<file path="src/rtl/master_ds_if.sv">
// master_ds_if: command/response port and shared-bus pins of master_ds.
interface master_ds_if #(parameter int BUS_WIDTH = 8);
  logic                 req_valid, req_ready, req_write;
  logic [BUS_WIDTH-1:0] req_addr, req_wdata;
  logic                 rsp_valid, rsp_parity_err, rsp_timeout;
  logic [BUS_WIDTH-1:0] rsp_rdata;
  logic [BUS_WIDTH-1:0] address, data_out, data_in;
  logic                 RB, WB, data_oe, PARITY_out, PARITY_in, ACK;
  modport master (
    input  req_valid, req_write, req_addr, req_wdata, data_in, PARITY_in, ACK,
    output req_ready, rsp_valid, rsp_rdata, rsp_parity_err, rsp_timeout,
           address, RB, WB, data_out, data_oe, PARITY_out
  );
  modport slave (
    output req_valid, req_write, req_addr, req_wdata, data_in, PARITY_in, ACK,
    input  req_ready, rsp_valid, rsp_rdata, rsp_parity_err, rsp_timeout,
           address, RB, WB, data_out, data_oe, PARITY_out
  );
endinterface

</file>
<file path="src/rtl/master_ds.sv">
// master_ds: single-beat bus initiator turning valid/ready commands into RB/WB/ACK strobe cycles.
module master_ds #(
  parameter int BUS_WIDTH      = 8,
  parameter int TIMEOUT_CYCLES = 16
) (
  input logic        clk,
  input logic        reset,
  master_ds_if.master bus
);
  typedef enum logic [2:0] {IDLE, SETUP, STROBE, RELEASE, RESP} state_t;
  localparam logic [7:0] TO = 8'(TIMEOUT_CYCLES);
  state_t state, state_n;
  logic write, write_n;
  logic [7:0] cnt, cnt_n, cnt_inc;
  logic [BUS_WIDTH-1:0] addr_n, dout_n, rdata_n;
  logic rb_n, wb_n, oe_n, par_n, rvalid_n, perr_n, tout_n, ready_n;
  always_comb begin
    state_n  = state;
    write_n  = write;
    cnt_inc  = cnt + 8'd1;
    cnt_n    = cnt;
    addr_n   = bus.address;
    dout_n   = bus.data_out;
    par_n    = bus.PARITY_out;
    oe_n     = bus.data_oe;
    rb_n     = bus.RB;
    wb_n     = bus.WB;
    rvalid_n = 1'b0;
    rdata_n  = bus.rsp_rdata;
    perr_n   = bus.rsp_parity_err;
    tout_n   = bus.rsp_timeout;
    case (state)
      IDLE: if (bus.req_valid) begin
        state_n = SETUP;
        write_n = bus.req_write;
        addr_n  = bus.req_addr;
        dout_n  = bus.req_write ? bus.req_wdata : '0;
        par_n   = bus.req_write ? ^bus.req_wdata : 1'b0;
        oe_n    = bus.req_write;
        cnt_n   = '0;
        rdata_n = '0;
        perr_n  = 1'b0;
        tout_n  = 1'b0;
      end
      SETUP: begin
        state_n = STROBE;
        rb_n    = write;
        wb_n    = !write;
      end
      STROBE: begin
        cnt_n = cnt_inc;
        if (!bus.ACK) begin
          state_n = RELEASE;
          rb_n    = 1'b1;
          wb_n    = 1'b1;
          cnt_n   = '0;
          rdata_n = write ? bus.rsp_rdata : bus.data_in;
          perr_n  = write ? 1'b0 : ((^bus.data_in) != bus.PARITY_in);
        end else if (cnt_inc == TO) begin
          state_n  = RESP;
          rb_n     = 1'b1;
          wb_n     = 1'b1;
          tout_n   = 1'b1;
          rvalid_n = 1'b1;
        end
      end
      RELEASE: begin
        cnt_n = cnt_inc;
        if (bus.ACK || cnt_inc == TO) begin
          state_n  = RESP;
          rvalid_n = 1'b1;
          tout_n   = !bus.ACK;
        end
      end
      RESP: begin
        state_n = IDLE;
        cnt_n   = '0;
        addr_n  = '0;
        dout_n  = '0;
        par_n   = 1'b0;
        oe_n    = 1'b0;
      end
      default: state_n = IDLE;
    endcase
    ready_n = (state_n == IDLE);
  end
  always_ff @(posedge clk) begin
    if (reset) begin
      state              <= IDLE;
      write              <= 1'b0;
      cnt                <= '0;
      bus.address        <= '0;
      bus.data_out       <= '0;
      bus.PARITY_out     <= 1'b0;
      bus.data_oe        <= 1'b0;
      bus.RB             <= 1'b1;
      bus.WB             <= 1'b1;
      bus.req_ready      <= 1'b1;
      bus.rsp_valid      <= 1'b0;
      bus.rsp_rdata      <= '0;
      bus.rsp_parity_err <= 1'b0;
      bus.rsp_timeout    <= 1'b0;
    end else begin
      state              <= state_n;
      write              <= write_n;
      cnt                <= cnt_n;
      bus.address        <= addr_n;
      bus.data_out       <= dout_n;
      bus.PARITY_out     <= par_n;
      bus.data_oe        <= oe_n;
      bus.RB             <= rb_n;
      bus.WB             <= wb_n;
      bus.req_ready      <= ready_n;
      bus.rsp_valid      <= rvalid_n;
      bus.rsp_rdata      <= rdata_n;
      bus.rsp_parity_err <= perr_n;
      bus.rsp_timeout    <= tout_n;
    end
  end
endmodule

</file>
<file path="src/flat_wrapper.sv">
// flat-port wrapper written by rule: the top's interface ports become plain ports
module master_ds_flat 
#(
  parameter int BUS_WIDTH      = 8,
  parameter int TIMEOUT_CYCLES = 16
)
  (clk, reset, bus_req_valid, bus_req_write, bus_req_addr, bus_req_wdata, bus_data_in, bus_PARITY_in, bus_ACK, bus_req_ready, bus_rsp_valid, bus_rsp_rdata, bus_rsp_parity_err, bus_rsp_timeout, bus_address, bus_RB, bus_WB, bus_data_out, bus_data_oe, bus_PARITY_out);
  master_ds_if #(.BUS_WIDTH(BUS_WIDTH)) bus_i ();
  input logic clk;
  input logic reset;
  input wire logic [$bits(bus_i.req_valid)-1:0] bus_req_valid;
  input wire logic [$bits(bus_i.req_write)-1:0] bus_req_write;
  input wire logic [$bits(bus_i.req_addr)-1:0] bus_req_addr;
  input wire logic [$bits(bus_i.req_wdata)-1:0] bus_req_wdata;
  input wire logic [$bits(bus_i.data_in)-1:0] bus_data_in;
  input wire logic [$bits(bus_i.PARITY_in)-1:0] bus_PARITY_in;
  input wire logic [$bits(bus_i.ACK)-1:0] bus_ACK;
  output wire logic [$bits(bus_i.req_ready)-1:0] bus_req_ready;
  output wire logic [$bits(bus_i.rsp_valid)-1:0] bus_rsp_valid;
  output wire logic [$bits(bus_i.rsp_rdata)-1:0] bus_rsp_rdata;
  output wire logic [$bits(bus_i.rsp_parity_err)-1:0] bus_rsp_parity_err;
  output wire logic [$bits(bus_i.rsp_timeout)-1:0] bus_rsp_timeout;
  output wire logic [$bits(bus_i.address)-1:0] bus_address;
  output wire logic [$bits(bus_i.RB)-1:0] bus_RB;
  output wire logic [$bits(bus_i.WB)-1:0] bus_WB;
  output wire logic [$bits(bus_i.data_out)-1:0] bus_data_out;
  output wire logic [$bits(bus_i.data_oe)-1:0] bus_data_oe;
  output wire logic [$bits(bus_i.PARITY_out)-1:0] bus_PARITY_out;
  assign bus_i.req_valid = bus_req_valid;
  assign bus_i.req_write = bus_req_write;
  assign bus_i.req_addr = bus_req_addr;
  assign bus_i.req_wdata = bus_req_wdata;
  assign bus_i.data_in = bus_data_in;
  assign bus_i.PARITY_in = bus_PARITY_in;
  assign bus_i.ACK = bus_ACK;
  assign bus_req_ready = bus_i.req_ready;
  assign bus_rsp_valid = bus_i.rsp_valid;
  assign bus_rsp_rdata = bus_i.rsp_rdata;
  assign bus_rsp_parity_err = bus_i.rsp_parity_err;
  assign bus_rsp_timeout = bus_i.rsp_timeout;
  assign bus_address = bus_i.address;
  assign bus_RB = bus_i.RB;
  assign bus_WB = bus_i.WB;
  assign bus_data_out = bus_i.data_out;
  assign bus_data_oe = bus_i.data_oe;
  assign bus_PARITY_out = bus_i.PARITY_out;
  master_ds #(.BUS_WIDTH(BUS_WIDTH), .TIMEOUT_CYCLES(TIMEOUT_CYCLES)) u_core (.clk(clk), .reset(reset), .bus(bus_i));
endmodule
</file>
<file path="config.mk">
export PLATFORM = sky130hd
export DESIGN_NAME = master_ds_flat
export DESIGN_NICKNAME = d
export VERILOG_FILES = /design/src/rtl/master_ds_if.sv /design/src/rtl/master_ds.sv /design/src/flat_wrapper.sv
export SDC_FILE = /design/constraint.sdc
export NUM_CORES = 1
export LEC_CHECK = 0
export CORE_UTILIZATION = 44
export DETAILED_ROUTE_END_ITERATION = 10
export PLACE_DENSITY = 0.77
export SYNTH_ARGS = -nofsm -noshare
export SYNTH_HDL_FRONTEND = slang
export SYNTH_SLANG_ARGS = --single-unit
</file>
<file path="constraint.sdc">
create_clock -name clk -period 2.2 [get_ports clk]
set_clock_uncertainty 0.2 [all_clocks]
set_input_delay 0.55 -clock clk [delete_from_list [all_inputs] [get_ports clk]]
set_output_delay 0.55 -clock clk [all_outputs]
set_load 0.005 [all_outputs]
</file>
==> impl_metrics.csv <==
group,metric,value,unit
run_status,outcome,"finished, final reports clean",
sta,fmax,479,MHz
global_route,use_met3,5.50,%
clocking,clk_latency,0.30,ns
worst_setup_path,path_class,"reg2reg",
detailed_routing,first_pass_iters,4,
die,io_pins,62,
placement,io_buffers,61,
power_and_ir_drop,cellPowerDensity,669,nW/um^2
layout,fillerInstances,362,
power_and_ir_drop,ir_worst_vdd,455,uV
die,start_util,46.8,%
yosys,syn-num-nets,249,
die,die_y,68.0,um
sta,rsz0062_at_grt,"false",
yosys,avgSynthCellArea,8.78,sq um
worst_setup_path,worstPathRequired,2.21,ns
yosys,synth_edf_count,0,
sta,finalCritPeriodShare,95.0,%
placement,placed_area,2670,sq um
yosys,yosysWarnings,0,
detailed_routing,drt-initial-drc-count,129,
placement,gp_congestion,0.810,
clocking,clock_sinks,44,
power_and_ir_drop,switching_power,0.469,mW
power_and_ir_drop,p_leak,1.00,nW
power_and_ir_drop,combPwrFrac,19.3,%
global_route,gr-total-overflow,0,
detailed_routing,vias,1890,
yosys,synth_ff_type,"dfxtp_1",
layout,final_cell_area,2800,sq um
global_route,grt_use_met2,37.1,%
placement,dpl.hpwl,3430,um
global_route,top_usage_layer,"met2",
yosys,synth.cell_area,1910,sq um
clocking,cts_max_level,2,
sta,setup_viol,0,
global_route,globalRouteTotalUtil,22.6,%
yosys,synthArstFlopShare,0,%
worst_setup_path,r2r_slack,0.11,ns
detailed_routing,viasPerCell,5.56,
die,core_region_area,4090,sq um
layout,multi_input_area,988,sq um
yosys,synth_cell_types,37,
power_and_ir_drop,pwr-share-seq,45.9,%
sta,max_slew_margin,67.7,%
clocking,numCtsBuffers,5,
clocking,cts_root_buf,"clkbuf_8",
yosys,synth-seq-cells,44,
layout,final_common_cell,"clkdlybuf4s50_1",
detailed_routing,wire_per_inst,14.4,um
layout,nNetsFinal,320,
global_route,grt_pass1_vias,1743,
worst_setup_path,cp_data_arrival_time,2.10,ns
sta,finalSetupTns,0,ns
power_and_ir_drop,power.internal,1.40,mW
clocking,post_cts_buffers,0,
clocking,cts_tree,"built",
clocking,clk_pin_slew,0.08,ns
detailed_routing,antenna_left,0,
layout,area_growth,46.1,%
power_and_ir_drop,p_sw_share,25.1,%
layout,insertedDiodeCount,0,
detailed_routing,drc,0,
sta,finalMaxSlewViolations,0,
hold_path,hold_path_class,"reg2reg",
placement,dp_cells,332,
layout,instances_no_fill,340,
global_route,antenna_found_initial,0,
sta,hold_ws,0.307,ns
worst_setup_path,r2r_cells,6,
layout,final-seq-area,881,sq um
hold_path,holdCritStartpoint,"u_core.bus.address[2]",
global_route,grt_pass1_wl,7850,um
power_and_ir_drop,power_frac_clock,34.9,%
yosys,yosysSeqAreaShare,46.0,%
layout,drive_gt1_share,11.0,%
die,die_w,68.0,um
worst_setup_path,startpoint_type,"flip-flop",
sta,final-hold-violation-count,0,
detailed_routing,totalWireLength,4890,um
worst_setup_path,path_max_fanout,6,
worst_setup_path,reg2reg_from,"u_core.cnt[2]",
clocking,clock_path_buffers,2,
sta,tightestPinTransition,0.480,ns
hold_path,min_delay_worst_endpoint,"u_core.bus.address[2]",
sta,period_minus_slack,2.09,ns
worst_setup_path,crit_path_end_kind,"flip-flop",
clocking,cts_resized,0,
yosys,synth_cells,218,
global_route,met1_usage,28.5,%
die,dieArea,4620,sq um
die,row_count,23,
clocking,hold_buffers,0,
global_route,grt_max_degree,46,
hold_path,min_path_cells,2,
layout,final_cell_mix,"clkdlybuf4s50_1 (61), dfxtp_1 (44), nor2_1 (43)",
run,max-cap-violations,0,
worst_setup_path,r2r_end,"u_core.bus.rsp_valid",
==> worst max path at each step <==
stage | from | to | slack, ns | cells past startpoint
after detailed placement | bus_ACK | u_core.bus.rsp_rdata[5] | -0.19 | 6
final | u_core.cnt[2] | u_core.bus.rsp_valid | 0.11 | 6
after CTS | u_core.cnt[1] | u_core.bus.rsp_valid | 0.06 | 6
after global placement | bus_ACK | u_core.bus.rsp_rdata[4] | -0.14 | 6
after floorplan | u_core.cnt[0] | u_core.bus.rsp_valid | 0.17 | 5
after global routing | bus_ACK | u_core.cnt[2] | 0.01 | 6
==> Yosys cell counts, types with 2 or more instances <==
cell type	n	share of area, %
o32ai_1	2	0.92
a21oi_1	16	4.2
nand2_1	8	1.6
a31oi_1	2	0.65
nor4_1	3	0.98
nand3b_1	4	1.6
a22oi_1	26	10
xor2_1	2	0.92
inv_1	2	0.39
a311oi_1	2	0.92
clkbuf_1	11	2.2
and2_1	3	0.98
nor2b_1	4	1.3
nor2_1	44	8.6
xnor2_1	11	5.0
nand3_1	3	0.78
o21ai_0	9	2.4
dfxtp_1	44	46
and3_1	2	0.65
nor3_1	3	0.78
==> flip-flops by register name, summed over array words and instances (netlist names), 3 cells and up <==
| signal | flops |
|---|---|
| u_core.bus.rsp_rdata | 8 |
| u_core.cnt | 8 |
| u_core.bus.data_out | 8 |
| u_core.state | 3 |
| u_core.bus.address | 8 |
==> cells by family (layout without fill, tap and decap cells) <==
logic type               Yosys count  count (layout)  share of synthesized area (%)
AND/OR/NAND/NOR                   80              80                           20.0
AO/OA/AOI/OAI                     65              65                           23.4
flip-flops                        44              44                           46.0
XOR/XNOR                          14              14                           7.12
buffers and inverters             14              86                           2.81
adder cells (fa/ha/maj)            1               1                          0.653
==> area by class of cell <==
cell class / count / share of cell area [%]
clock buffers: 6 / 2.95
repair buffers: 76 / 26.3
multi-input cells: 160 / 35.3
clock inverters: 2 / 1.39
well taps: 50 / 2.24
inverters: 2 / 0.268
flip-flops and latches: 44 / 31.5
==> power groups by stage <==
| stage | clock network (mW) | logic (mW) | registers (mW) |
|---|---|---|---|
| 6_report | 0.652 | 0.360 | 0.858 |
| 2_1_floorplan | 0 | 0.175 | 0.875 |
| 4_1_cts | 0.658 | 0.360 | 0.857 |
| 3_5_place_dp | 0 | 0.357 | 0.875 |
| 3_3_place_gp | 0 | 0.349 | 0.875 |
| 5_1_grt | 0.700 | 0.393 | 0.862 |
==> per-stage QoR <==
step | utilization (%) | total power, mW | setup slack [ns]
floorplan | - | 1.05 | 0.168
global placement | 65.2 | 1.22 | -0.139
detailed placement | 65.2 | 1.23 | -0.185
CTS | 68.2 | 1.88 | 0.0579
global route | 68.4 | 1.96 | 0.0110
finish | 68.4 | 1.87 | 0.111
==> worst max-delay path, cell delays in order (launching register included) <==
cell and delay [ns]:
dfxtp_1 0.41, nand3_2 0.13, or4b_4 0.56, a221oi_2 0.26, buf_4 0.18, nor2_1 0.06
nor4_2 0.21
==> metal layers <==
layer | vias up | routed length, um
li1 | 933 | -
met1 | 894 | 2200
met2 | 54 | 2360
met3 | 9 | 249
met4 | 0 | 78
met5 | - | 0
Note: power is estimated with default switching activity, not from simulation.
